`config.mk`:
```
export PLATFORM = sky130hd
export DESIGN_NAME = dmem_port_arbiter
export DESIGN_NICKNAME = d
export VERILOG_FILES = /design/src/rtl/dmem_port_arbiter.sv
export SDC_FILE = /design/constraint.sdc
export NUM_CORES = 1
export LEC_CHECK = 0
export CORE_MARGIN = 2
export CORE_UTILIZATION = 51
export DETAILED_ROUTE_END_ITERATION = 16
export GPL_TIMING_DRIVEN = 1
export PLACE_DENSITY = 0.86
export SLEW_MARGIN = 5
export SYNTH_ARGS = -nofsm -noshare
export SYNTH_HDL_FRONTEND = slang
export SYNTH_SLANG_ARGS = --single-unit
```
`constraint.sdc`:
```
create_clock -name clk -period 4.7 [get_ports clk]
set_clock_uncertainty 0.1 [all_clocks]
set_input_delay 1.41 -clock clk [delete_from_list [all_inputs] [get_ports clk]]
set_output_delay 1.41 -clock clk [all_outputs]
set_load 0.01 [all_outputs]
```
`src/rtl/dmem_port_arbiter.sv`:
```
// Shares one synchronous-read data-memory port between two memory-stage lanes.
// Defining DMEM_ARB_STAT_EN adds a collision counter and a registered stall flag.
module dmem_port_arbiter #(
  parameter int ADDR_W = 32,
  parameter int DATA_W = 32
) (
  input  logic                  clk,
  input  logic                  rst,
  input  logic                  l0_req,
  input  logic                  l0_we,
  input  logic [DATA_W/8-1:0]   l0_wea,
  input  logic [ADDR_W-1:0]     l0_addr,
  input  logic [DATA_W-1:0]     l0_wdata,
  input  logic                  l0_num,
  input  logic                  l1_req,
  input  logic                  l1_we,
  input  logic [DATA_W/8-1:0]   l1_wea,
  input  logic [ADDR_W-1:0]     l1_addr,
  input  logic [DATA_W-1:0]     l1_wdata,
  input  logic                  l1_num,
  output logic                  stall,
  output logic                  l0_rvalid,
  output logic [DATA_W-1:0]     l0_rdata,
  output logic                  l1_rvalid,
  output logic [DATA_W-1:0]     l1_rdata,
  output logic                  mem_en,
  output logic                  mem_w,
  output logic [DATA_W/8-1:0]   mem_wea,
  output logic [ADDR_W-1:0]     mem_addr,
  output logic [DATA_W-1:0]     mem_wdata,
`ifdef DMEM_ARB_STAT_EN
  output logic [31:0]           conflict_cnt,
  output logic                  stall_active,
`endif
  input  logic [DATA_W-1:0]     mem_rdata
);

  localparam int STRB_W = DATA_W / 8;

  typedef enum logic {S_IDLE, S_SECOND} state_t;

  state_t              r_state;
  state_t              w_state_nxt;

  logic                r_hold_we;
  logic [STRB_W-1:0]   r_hold_wea;
  logic [ADDR_W-1:0]   r_hold_addr;
  logic [DATA_W-1:0]   r_hold_wdata;
  logic                r_hold_lane;

  logic [ADDR_W-1:0]   r_last_addr;
  logic [DATA_W-1:0]   r_last_wdata;
  logic                r_pend_vld;
  logic                r_pend_lane;
  logic [DATA_W-1:0]   r_l0_rdata;
  logic [DATA_W-1:0]   r_l1_rdata;

  logic                w_l1_older;
  logic                w_sel_l1;
  logic                w_in_we;
  logic [STRB_W-1:0]   w_in_wea;
  logic [ADDR_W-1:0]   w_in_addr;
  logic [DATA_W-1:0]   w_in_wdata;

  logic                w_issue;
  logic                w_we;
  logic [STRB_W-1:0]   w_wea;
  logic [ADDR_W-1:0]   w_addr;
  logic [DATA_W-1:0]   w_wdata;
  logic                w_lane;
  logic                w_latch;

  // Lane 1 is older only when its tag is 0 and lane 0's is 1; ties go to lane 0.
  always_comb begin
    w_l1_older = l0_num & ~l1_num;
    w_sel_l1   = (l0_req & l1_req) ? w_l1_older : ~l0_req;
    w_in_we    = w_sel_l1 ? l1_we    : l0_we;
    w_in_wea   = w_sel_l1 ? l1_wea   : l0_wea;
    w_in_addr  = w_sel_l1 ? l1_addr  : l0_addr;
    w_in_wdata = w_sel_l1 ? l1_wdata : l0_wdata;
  end

  always_comb begin
    w_state_nxt = r_state;
    w_issue     = 1'b0;
    w_we        = 1'b0;
    w_wea       = '0;
    w_addr      = r_last_addr;
    w_wdata     = r_last_wdata;
    w_lane      = 1'b0;
    w_latch     = 1'b0;
    stall       = 1'b0;
    if (!rst) begin
      case (r_state)
        S_IDLE: begin
          if (l0_req | l1_req) begin
            w_issue = 1'b1;
            w_we    = w_in_we;
            w_wea   = w_in_wea;
            w_addr  = w_in_addr;
            w_wdata = w_in_wdata;
            w_lane  = w_sel_l1;
          end
          if (l0_req & l1_req) begin
            w_latch     = 1'b1;
            stall       = 1'b1;
            w_state_nxt = S_SECOND;
          end
        end
        S_SECOND: begin
          w_issue     = 1'b1;
          w_we        = r_hold_we;
          w_wea       = r_hold_wea;
          w_addr      = r_hold_addr;
          w_wdata     = r_hold_wdata;
          w_lane      = r_hold_lane;
          w_state_nxt = S_IDLE;
        end
        default: w_state_nxt = S_IDLE;
      endcase
    end
  end

  assign mem_en    = w_issue;
  assign mem_w     = w_issue & w_we;
  assign mem_wea   = (w_issue & w_we) ? w_wea : '0;
  assign mem_addr  = w_addr;
  assign mem_wdata = w_wdata;

  // Read data arrives the cycle after issue and is bypassed straight to the lane.
  assign l0_rvalid = r_pend_vld & ~r_pend_lane & ~rst;
  assign l1_rvalid = r_pend_vld &  r_pend_lane & ~rst;
  assign l0_rdata  = l0_rvalid ? mem_rdata : r_l0_rdata;
  assign l1_rdata  = l1_rvalid ? mem_rdata : r_l1_rdata;

  always_ff @(posedge clk) begin
    if (rst) begin
      r_state      <= S_IDLE;
      r_hold_we    <= 1'b0;
      r_hold_wea   <= '0;
      r_hold_addr  <= '0;
      r_hold_wdata <= '0;
      r_hold_lane  <= 1'b0;
      r_last_addr  <= '0;
      r_last_wdata <= '0;
      r_pend_vld   <= 1'b0;
      r_pend_lane  <= 1'b0;
      r_l0_rdata   <= '0;
      r_l1_rdata   <= '0;
    end else begin
      r_state <= w_state_nxt;
      if (w_latch) begin
        r_hold_we    <= w_sel_l1 ? l0_we    : l1_we;
        r_hold_wea   <= w_sel_l1 ? l0_wea   : l1_wea;
        r_hold_addr  <= w_sel_l1 ? l0_addr  : l1_addr;
        r_hold_wdata <= w_sel_l1 ? l0_wdata : l1_wdata;
        r_hold_lane  <= ~w_sel_l1;
      end
      if (w_issue) begin
        r_last_addr  <= w_addr;
        r_last_wdata <= w_wdata;
      end
      r_pend_vld  <= w_issue & ~w_we;
      r_pend_lane <= w_lane;
      if (l0_rvalid) r_l0_rdata <= mem_rdata;
      if (l1_rvalid) r_l1_rdata <= mem_rdata;
    end
  end

`ifdef DMEM_ARB_STAT_EN
  always_ff @(posedge clk) begin
    if (rst) begin
      conflict_cnt <= '0;
      stall_active <= 1'b0;
    end else begin
      stall_active <= stall;
      if (w_latch && conflict_cnt != 32'hFFFF_FFFF) conflict_cnt <= conflict_cnt + 32'd1;
    end
  end
`endif

endmodule

```
==> Word level (Yosys, flattened, before mapping) <==
Index checks and enable logic that the tools add are counted.
Widths: inputs -> output; s select.
{ "word_totals": {"register_bits": 201, "latch_bits": 0, "ramBits": 0, "romBits": 0, "input_bits": 176, "out_inout_bits": 137, "wordCells": 61, "n_memories": 0} }
{ "op_classes": {"addsub": 0, "n_mul": 0, "div_mod_pow": 0, "n_lt_le_gt_ge": 0, "eq_ne": 0, "n_shift": 0, "mux": 33, "bitwise_logic": 16, "n_reduce_logical": 0} }
{ "op_table": {"columns": ["cell", "n"], "rows": [
  ["$mux 32", 10],
  ["$pmux 32 s2", 2],
  ["$mux 4", 5],
  ["$mux 1", 11],
  ["$and 1x1->1", 8],
  ["$pmux 1 s2", 4],
  ["$pmux 4 s2", 1],
  ["$not 1->1", 7],
  ["$or 1x1->1", 1]
]} }

==> Longest topological paths before layout <==
Gate-level depths: netlist of the first run.
{ "depth": {"word_depth": 9, "depth_mapped": 8, "mapped_depth_nobuf": 5} }

==> Worst setup path after synthesis of the first run <==
No wires, ideal clock.
{ "synth_timing": {"kind": "input to output", "start": "in rst", "end": "out l0_rdata[22]", "arrival_ps": 2523, "t_required_ps": 3190, "setup_slack_ps": 667, "stages": 4, "n_path_buf": 2, "path_cell_list": "buf_2 nor3b_2 buf_4 mux2_2"} }
{ "synth_between": {"elab_chain_cells": 3} }
{ "synth_rtl": {"columns": ["item", "line", "text"], "rows": [
  ["from (decl)", "8", "input logic rst,"],
  ["$not 1->1", "131", "assign l0_rvalid = r_pend_vld & ~r_pend_lane & ~rst;"],
  ["$and 1x1->1", "131", null],
  ["net l0_rvalid", "22", "output logic l0_rvalid,"],
  ["$mux 32", null, null],
  ["to (decl)", "23", "output logic [DATA_W-1:0] l0_rdata,"]
]} }
The timed path passes the listed nets, and every way through them passes these cells.

==> Worst setup path after layout of the first run <==
{ "layout_timing": {"start": "in l0_num", "end": "out mem_addr[12]"} }
{ "layout_between": {"elab_chain_cells": 6} }
{ "layout_rtl": {"columns": ["item", "line", "text"], "rows": [
  ["from (decl)", "14", "input logic l0_num,"],
  ["$and 1x1->1", "75", "w_l1_older = l0_num & ~l1_num;"],
  ["$mux 1", "76", "w_sel_l1 = (l0_req & l1_req) ? w_l1_older : ~l0_req;"],
  ["$mux 32", "79", "w_in_addr = w_sel_l1 ? l1_addr : l0_addr;"],
  ["$mux 32", "96", "if (l0_req | l1_req) begin"],
  ["$pmux 32 s2", "94", "case (r_state)"],
  ["$mux 32", "93", "if (!rst) begin"],
  ["to (decl)", "29", "output logic [ADDR_W-1:0] mem_addr,"]
]} }
Every way passes these cells.

==> results of run 1 <==
## layout make-up
class | count | area share
Timing Repair Buffer | 411 | 0.275
Multi-Input combinational cell | 893 | 0.379
Clock inverter | 12 | 0.00831
Inverter | 3 | 0.000763
Tap cell | 265 | 0.0225
Antenna cell | 1 | 0.000170
Sequential cell | 201 | 0.273
Clock buffer | 28 | 0.0423
## cells in the final DEF, fill, tap and decap left out, types with 3 or more instances in the layout
master / n
clkdlybuf4s15_1: 5
o21ai_1: 49
nor3_1: 4
o21ai_0: 9
clkbuf_16: 23
nor2b_1: 70
buf_16: 3
buf_6: 5
clkinvlp_4: 5
clkbuf_8: 3
and3_1: 64
o21ai_2: 7
buf_12: 15
buf_4: 78
a21boi_0: 56
a21boi_1: 8
inv_1: 3
a22oi_1: 128
nand2_1: 267
a311oi_1: 59
a221oi_1: 3
clkinv_2: 5
dfxtp_1: 201
clkdlybuf4s50_1: 243
nor2_1: 75
a311oi_2: 10
mux2_2: 64
dlygate4sd2_1: 59
## metal layers
| metal | vias up | wire length, um | GRT usage |
|---|---|---|---|
| met2 | 557 | 16600 | 0.550 |
| met4 | 0 | 1430 | 0.138 |
| met3 | 109 | 3460 | 0.0752 |
| li1 | 4976 | - | - |
| met1 | 4975 | 13500 | 0.381 |
| met5 | - | 0 | 0 |
## cell families (layout without fill, tap and decap cells)
| kind of cell | Yosys count | in the layout |
|---|---|---|
| and+or+nand+nor | 495 | 495 |
| AOI/OAI and AO/OA | 333 | 333 |
| DFF | 201 | 201 |
| buffers and inverters | 120 | 454 |
| muxes | 65 | 65 |
| other | 0 | 1 |
## per-stage QoR
step           setup slack [ns]  instance area (um^2)  instances
5_1_grt                 0.00442                 14800       1814
3_5_place_dp             -0.670                 13800       1763
3_3_place_gp             -0.647                 13800       1763
6_report                 0.0442                 14800       1814
4_1_cts                  0.0238                 14700       1810
2_1_floorplan             0.667                 10000       1214
## power breakdown
group	switching [mW]	internal, mW
clock	0.721	1.05
sequential	0.0633	1.81
combinational	0.459	0.480
total	1.24	3.34
## critical path: stages
cell and delay (ns):
clkdlybuf4s15_1 0.32, nand3b_4 0.22, buf_16 0.22, and3_1 0.17, o21ai_1 0.19, nand2_1 0.11, clkdlybuf4s50_1 0.49
## repair_timing
| item | CTS | global route |
|---|---|---|
| endpoints found under the hold margin | 0 | 0 |
| pin swaps | 4 | 1 |
| buffers inserted | 5 | 3 |
| endpoints found under the setup margin | 69 | 19 |
| resized for setup | 135 | 11 |
| cloned | 2 | 0 |
| hold buffers | 0 | 0 |
## flip-flops by register name, summed over array words and instances (netlist names)
signal,count
r_hold_addr,32
r_hold_wdata,32
r_l0_rdata,32
r_l1_rdata,32
r_last_addr,32
r_last_wdata,32
r_hold_wea,4
r_hold_lane,1
r_hold_we,1
r_pend_lane,1
r_pend_vld,1
r_state,1
## worst min path at each step
stage | from | endpoint | slack [ns] | cells past startpoint
after detailed placement | r_last_addr[31]$_SDFFE_PP0P_ | r_last_addr[31]$_SDFFE_PP0P_ | 0.36 | 2
after floorplan | r_last_addr[0]$_SDFFE_PP0P_ | r_last_addr[0]$_SDFFE_PP0P_ | 0.35 | 2
after CTS | r_last_addr[31]$_SDFFE_PP0P_ | r_last_addr[31]$_SDFFE_PP0P_ | 0.38 | 2
after global routing | r_last_addr[27]$_SDFFE_PP0P_ | r_last_addr[27]$_SDFFE_PP0P_ | 0.40 | 2
after global placement | r_last_addr[11]$_SDFFE_PP0P_ | r_last_addr[11]$_SDFFE_PP0P_ | 0.36 | 2
final | r_last_addr[31]$_SDFFE_PP0P_ | r_last_addr[31]$_SDFFE_PP0P_ | 0.38 | 2
==> flow_summary.toml, run 1 <==
[synthesis]
netlist_area_um2 = 10000
synth_adder_area_share = 0
yosys_warnings = 0
avgSynthCellArea_um2 = 8.27
synthMuxAreaShare = 0.0728
syn_nets = 1390
netlist_instances = 1214
synth.most_common_cell = "nand2_1"
synth_top_family_by_area = "compound AO/OA/AOI/OAI gates"
ys_async_sr_fraction = 0
synthFlopType = "dfxtp_1"
ys_ff_latch = 201
synth.top_cell.area_share = 0.401
synthTopCellsByArea = "dfxtp_1 40%, nand2_1 10%, a22oi_1 9.6%"
ys_top_cells_by_count = "268 x nand2_1, 201 x dfxtp_1, 128 x a22oi_1"
yosysUniqueCellTypes = 31
synth-compound-area-share = 0.248
synth_edf_count = 0
synth_top_area_cell = "dfxtp_1"
synth-simple-area-share = 0.225
seq_area_frac_synth = 0.401
synth_xor_area_frac = 0

[cells_and_area]
drive_gt1_frac = 0.154
syn2layout_area_growth_pct = 47.0
regArea_um2 = 4020
final_util = 0.761
fillers = 1378
multiInputGateArea_um2 = 5590
final_net_count = 1708

[critical_path]
crit_type = "input pin to output port"
cp-start-kind = "input pin"
required_ns = 3.19
rr_endpoint = "r_hold_addr[18]$_SDFFE_PP0P_"
crit_path_start = "l0_num"
cp_data_arrival_time_ns = 3.15
rr_worst_depth = 6
worst_setup_path_end_kind = "output port"
crit_fanout = 16
rrSetupSlack_ns = 2.64
r2r_start = "r_state$_SDFF_PP0_"
endpoint = "mem_addr[12]"

[clock_network]
cts_tree = "yes"
clockBufferDepth = 3
clock_sinks = 201
h-tree-depth = 1
clock_latency_ns = 0.50
cts_made_buffers = 22
cts-root-buf = "clkbuf_16"
clk_pin_slew_ns = 0.06

[placed_design]
port_buffers = 312
gp_congestion = 0.840
hpwl_mm = 21.9

[global_routing]
grt_pass1_vias = 10500
grt_antenna_before_repair = 1
grt-ovfl-total = 0
grt_max_degree = 103
grt_use_total = 0.320
grt_pass1_wl_mm = 53.3

[floorplan]
dieArea_um2 = 20800
num_io_pins = 313
start_util = 0.518
std_cell_rows = 51
fp.dieH_um = 144
coreArea_um2 = 19400
die-width_um = 144

[timing]
worst_pin_slew_ns = 0.942
rsz0062_at_grt = "false"
hold_ws_ns = 0.383
finalHoldViolCount = 0
slew_headroom = 0.372
period_needed_ns = 4.66
tns_ns = 0
final_max_slew_viol_count = 0
setup_viol = 0
finalCritPeriodShare = 0.991
max_freq_ghz = 0.215

[routing]
vias_per_cell = 5.85
dr.pass1.iters = 5
drc = 0
wl_mm = 35.0
drtIter0Drc = 880
ant_nets = 0
vias = 10600
wire_per_inst_um = 19.3

[worst_hold_path]
holdCritPathClass = "register to register"

[flow_run]
maxCapViolations = 0

[power_and_ir_drop]
ir_worst_vdd_uv = 202
power.total_mw = 4.58
power_density_nw_per_um2 = 311
leakagePower_nw = 6.45

[outcome]
outcome = "complete, no violations"
Note: power is estimated with default switching activity, not from simulation.
==> run 2, diff against run 1 <==
--- a/config.mk
+++ b/config.mk
@@ -6,10 +6,10 @@
 export NUM_CORES = 1
 export LEC_CHECK = 0
 export CORE_MARGIN = 2
-export CORE_UTILIZATION = 51
+export CORE_UTILIZATION = 47
 export DETAILED_ROUTE_END_ITERATION = 16
 export GPL_TIMING_DRIVEN = 1
-export PLACE_DENSITY = 0.86
+export PLACE_DENSITY = 0.81
 export SLEW_MARGIN = 5
 export SYNTH_ARGS = -nofsm -noshare
 export SYNTH_HDL_FRONTEND = slang
==> constraint.sdc (replaced) <==
create_clock -name clk -period 4.5 [get_ports clk]
set_clock_uncertainty 0.1 [all_clocks]
set_input_delay 1.35 -clock clk [delete_from_list [all_inputs] [get_ports clk]]
set_output_delay 1.35 -clock clk [all_outputs]
set_load 0.01 [all_outputs]
==> flow_summary.toml, run 2 (synthesized netlist as in run 1, its figures left out) <==
[outcome]
outcome = "complete, no violations"

[cells_and_area]
fillers = 1643
final_cell_count_no_fill = 1820
final_net_count = 1706
final_common_cell = "nand2_1"
fin_area_um2 = 14800
syn2layout_area_growth_pct = 47.6
final_cell_mix = "266 x nand2_1, 244 x clkdlybuf4s50_1, 201 x dfxtp_1"
drive_gt1_frac = 0.153

[routing]
wire_per_inst_um = 18.6
vias_per_cell = 5.76
dr.pass1.iters = 5
ant_nets = 0
vias = 10500
drtIter0Drc = 698
wl_mm = 33.8
drc = 0

[clock_network]
clockBufferDepth = 3
clock_latency_ns = 0.49
clock_sinks = 201
h-tree-depth = 1
cts_made_buffers = 23
clk_pin_slew_ns = 0.06
cts-root-buf = "clkbuf_16"
cts_hold_buf = 0
cts_tree = "yes"

[power_and_ir_drop]
ir_worst_vdd_uv = 193
power_density_nw_per_um2 = 317
clockPowerShare = 0.375
leakagePower_nw = 6.64
combPwrFrac = 0.209
p_switching_mw = 1.25
pwr-share-seq = 0.416
p_int_mw = 3.44
p_sw_frac = 0.267

[critical_path]
cp-start-kind = "input pin"
path_cells = "dlygate4sd2_1 -> nand3b_4 -> buf_12 -> bufbuf_16 -> and3_1 -> o21ai_1 -> nand2_1 -> dlygate4sd2_1"
required_ns = 3.05
crit_top_cell = "dlygate4sd2_1"
crit_slowest_cell = "dlygate4sd2_1"
crit_fanout = 6
worst_setup_path_end_kind = "output port"
cp_slowest_stage_delay_ns = 0.30
cp_data_arrival_time_ns = 3.04
crit_type = "input pin to output port"

[placed_design]
hpwl_mm = 21.2
gp_congestion = 0.853
dpl-instance-area_um2 = 13800
port_buffers = 312
dp.cells = 1764

[timing]
rsz0062_at_grt = "true"
period_needed_ns = 4.49
final_max_slew_viol_count = 0
finalCritPeriodShare = 0.997
slew_headroom = 0.351
setup_viol = 0
max_freq_ghz = 0.223
finalHoldViolCount = 0
tns_ns = 0
worst_pin_slew_ns = 0.974
hold_ws_ns = 0.379

[floorplan]
std_cell_rows = 53
die-width_um = 150
start_util = 0.478
fp.dieH_um = 150
coreArea_um2 = 21000
num_io_pins = 313
dieArea_um2 = 22500

[flow_run]
maxCapViolations = 0

[global_routing]
grt-ovfl-total = 0
grt_pass1_wl_mm = 52.0
grt_use_total = 0.285
grt_pass1_vias = 10400
grt_max_degree = 85
grt_antenna_before_repair = 1

[worst_hold_path]
holdCritPathClass = "register to register"
## run 2: cell types whose count changed in the layout (fill, tap and decap cells not counted), sizes merged, moves of 3 or more
cell / before / now
clkinvlp: 5 / 0
clkbuf: 29 / 39
bufbuf: 0 / 3
buf: 101 / 93
dlymetal6s2s: 0 / 14
dlygate4sd2: 59 / 40
## run 2: layout make-up
| type | count | area (um^2) | area share |
|---|---|---|---|
| antenna | 1 | 2.50 | 0.000169 |
| clock buffer | 32 | 639 | 0.0431 |
| clock inverter | 7 | 63.8 | 0.00430 |
| inverter | 3 | 11.3 | 0.000760 |
| multi-input combinational | 894 | 5590 | 0.377 |
| sequential | 201 | 4020 | 0.271 |
| tap | 275 | 344 | 0.0232 |
| timing repair buffer | 407 | 4150 | 0.280 |
## run 2: final timing paths
check / from / to / slack [ns] / cells past startpoint
max: l1_num / mem_addr[6] / 0.01 / 8
min: r_last_wdata[25]$_SDFFE_PP0P_ / r_last_wdata[25]$_SDFFE_PP0P_ / 0.38 / 2
max reg2reg: r_state$_SDFF_PP0_ / r_hold_addr[3]$_SDFFE_PP0P_ / 2.35 / 6
min reg2reg: r_last_wdata[25]$_SDFFE_PP0P_ / r_last_wdata[25]$_SDFFE_PP0P_ / 0.38 / 2
## run 2: power by group through the flow
stage	clock network, mW	logic, mW	registers [mW]
after global routing	1.87	1.06	1.96
after CTS	1.80	0.972	1.95
after global placement	0	0.956	1.98
after floorplan	0	0.456	1.97
final	1.76	0.982	1.95
after detailed placement	0	0.970	1.99
## run 2: per-layer routing
metal  track usage  part of all wire  vias up
met5             0                 0        -
met4         0.110             0.037        0
met2         0.484              0.47      530
li1              -                 -     4970
met3        0.0539             0.085       89
met1         0.358              0.41     4900
## run 2: critical path: cells and delay by family
family | cells | cell delay (ns)
AO/OA/AOI/OAI | 1 | 0.22
AND/OR/NAND/NOR | 3 | 0.49
buffers and inverters | 4 | 0.97
## run 2: per-stage QoR
step / worst slack (ns) / power [mW] / utilization
floorplan: 0.587 / 2.43 / -
global placement: -0.413 / 2.94 / 0.656
detailed placement: -0.436 / 2.96 / 0.656
CTS: -0.0308 / 4.72 / 0.699
global route: -0.0640 / 4.90 / 0.705
finish: 0.0128 / 4.70 / 0.705
## run 2: repair_timing
action / 4_1_cts / 5_1_grt
buffers inserted: 5 / 4
gates cloned: 6 / 1
endpoints found under the setup margin: 71 / 47
resized for setup: 103 / 52
pin swaps: 2 / 3
==> run 3, diff against run 2 <==
--- a/config.mk
+++ b/config.mk
@@ -5,6 +5,7 @@
 export SDC_FILE = /design/constraint.sdc
 export NUM_CORES = 1
 export LEC_CHECK = 0
+export ABC_AREA = 0
 export CORE_MARGIN = 2
 export CORE_UTILIZATION = 47
 export DETAILED_ROUTE_END_ITERATION = 16
==> results of run 3 <==
Final layout, timing and power as in run 2 (identical DEF).
==> RTL change (flow settings as in run 2) <==
The option `DMEM_ARB_STAT_EN` is turned on by a define.
--- a/src/rtl/dmem_port_arbiter.sv
+++ b/src/rtl/dmem_port_arbiter.sv
@@ -2,2 +2,4 @@
 // Defining DMEM_ARB_STAT_EN adds a collision counter and a registered stall flag.
+`define DMEM_ARB_STAT_EN
+
 module dmem_port_arbiter #(
Behaviour (old outputs only; new: conflict_cnt and stall_active): unchanged (equiv_simple and equiv_induct, registers matched by name and starting in step).
==> RTL change against run 2 <==
  * The run now ends with negative setup slack left
  * Cell count increased by 16%
  * Cell area increased by 20%
  * Critical endpoint is now mem_wdata[0]
  * Power increased by 21%
  * Combinational power increased by 28%
  * Sequential cell count increased by 33
  * Synthesized area increased by 17%
  * Wire length increased by 23%
  * Largest power group unchanged
  * Worst setup slack got worse by 0.050 ns
==> RTL change: results (changes against run 2) <==
register area share after synthesis 39.8% (-0.29 points); port buffer count 345 (+11%); Worst-path clk slew 0.06 ns (about the same); fillers 1,720 (+4.7%); dpl cell area 15,900 um^2 (+16%); CTS H-tree lvls 1 (unchanged); maximum vdd drop 0.254 mV (+32%); outcome finished with violations; drt drc 0 (unchanged); Via density 5.95 (+3.2%); syn nets 1,559 (+12%); initial DRC count 1,155 (+65%); hpwl dp 25,400 um (+20%); Synth cell types 48 (+55%); Pleak 7.30 nW (+9.9%); final setup fails 6 (+6); root buf cell clkbuf_16; failing checks negative setup slack; YS warnings 0 (unchanged); Synth top cells by count dfxtp_1 (234), nand2_1 (168), nor2_1 (129), clkbuf_1 (104), o21ai_0 (101); final worst slack -0.0370 ns (-0.0497 ns); max-slew violations 0 (unchanged); Placer Congestion 0.934 (+9.4%); post-route setup TNS -0.0913 ns (-0.0913 ns); max_slew headroom 26.8% (-8.3 points); slowest CP cell dlygate4sd2_1; worst skew pair latency 0.52 ns (+0.03 ns); largest net degree at the start of global routing 77 (-9.4%); first-pass GRT wire length 62,600 um (+20%); Ant. Diodes 0 (-1); CTS Buf Count 26 (+13%); Worst path max stage delay 0.28 ns (-0.02 ns); Worst Path Max Fanout 10 (+4); CP delay by family, top buffers and inverters; routed length per instance 19.6 um (+5.6%); Max clock buf depth 3 (unchanged); GRT Total Usage 29.1% (+0.62 points); First-pass DRT Iterations 5 (unchanged); HP Class flop to flop; vias in the first global route 11,949 (+15%); synth top area cells dfxtp_1 (40%), mux2i_1 (7.9%), mux2_2 (6.4%), nand2_1 (5.4%), a211o_1 (4.8%); Critical Path AT 3.09 ns (+0.05 ns); nets@finish 1,953 (+14%); Synth Flop Type dfxtp_1; Synth async-reset ratio 0% (unchanged); layout cells sized above 1 21.1% (+5.9 points); initial antenna violation count 0 (-1)
-- RTL change: cell count changes after synthesis, moves of 54 or more --
| cell | run 2 | this run |
|---|---|---|
| a21boi_0 | 65 | 1 |
| nand2_1 | 268 | 168 |
| a22oi_1 | 128 | 0 |
| and3_1 | 64 | 3 |
| o21ai_0 | 38 | 101 |
| a211o_1 | 0 | 64 |
| and2_1 | 2 | 65 |
| nor2b_1 | 71 | 3 |
| mux2i_1 | 1 | 93 |
| a21oi_1 | 1 | 84 |
| a22o_1 | 0 | 64 |
| nor2_1 | 75 | 129 |
-- RTL change: where the power goes --
group | leakage, nW | switching [mW] | internal [mW]
clock | 0.439 | 0.872 | 1.31
sequential | 1.91 | 0.0563 | 2.17
combinational | 4.94 | 0.578 | 0.680
total | 7.30 | 1.51 | 4.17
-- RTL change: repair_timing --
action	in CTS	in global routing
setup endpoints to repair	70	61
gates cloned	6	1
buffers inserted	40	26
hold buffers	0	0
endpoints found under the hold margin	0	0
gates resized for setup	172	157
pin swaps	4	7
-- RTL change: routing by layer --
metal | routed length, um | GRT usage, % | vias to the layer above
met5 | 0 | 0 | -
met4 | 1610 | 11.3 | 0
met3 | 3940 | 7.07 | 136
met2 | 19500 | 49.3 | 654
met1 | 16400 | 35.8 | 6008
li1 | - | - | 5793
-- RTL change: cell type report --
type	count	area (um^2)	share of cell area, %
Clock buffer	34	772	4.33
Timing Repair Buffer	489	4690	26.3
Clock inverter	11	110	0.618
Tap cell	324	405	2.28
Sequential cell	234	4690	26.3
Inverter	13	51.3	0.288
Multi-Input combinational cell	1012	7100	39.8
-- RTL change: path summary, 6_finish.rpt --
path                                        from                to  slack [ns]  cells past startpoint
worst min-delay path              r_hold_addr[4]    r_last_addr[4]        0.37                      2
worst min register to register    r_hold_addr[4]    r_last_addr[4]        0.37                      2
worst max register to register  conflict_cnt[17]  conflict_cnt[21]        1.73                      5
worst max-delay path                      l1_num      mem_wdata[0]       -0.04                      9
-- RTL change: cell families after synthesis --
family / synth area share (%)
DFF: 39.8
and+or+nand+nor: 18.1
adders and majority gates: 0.106
muxes: 14.3
buffers and inverters: 4.59
AOI/OAI and AO/OA: 22.6
xor gates and xnor gates: 0.521
-- RTL change: per-stage QoR --
step / total power, mW / std cells / utilization [%] / worst slack (ns)
finish: 5.67 / 2117 / 72.8 / -0.0370
global route: 5.87 / 2117 / 72.8 / -0.106
CTS: 5.62 / 2096 / 71.4 / -0.120
detailed placement: 3.38 / 2006 / 65.2 / -0.656
global placement: 3.36 / 2006 / 65.2 / -0.594
floorplan: 2.80 / 1382 / - / 0.253
-- RTL change: worst min-delay path, delay by kind of cell (launching register included) --
kind	cells	cell delay (ns)
simple gates	1	0.06
compound gates	1	0.05
flops	1	0.31
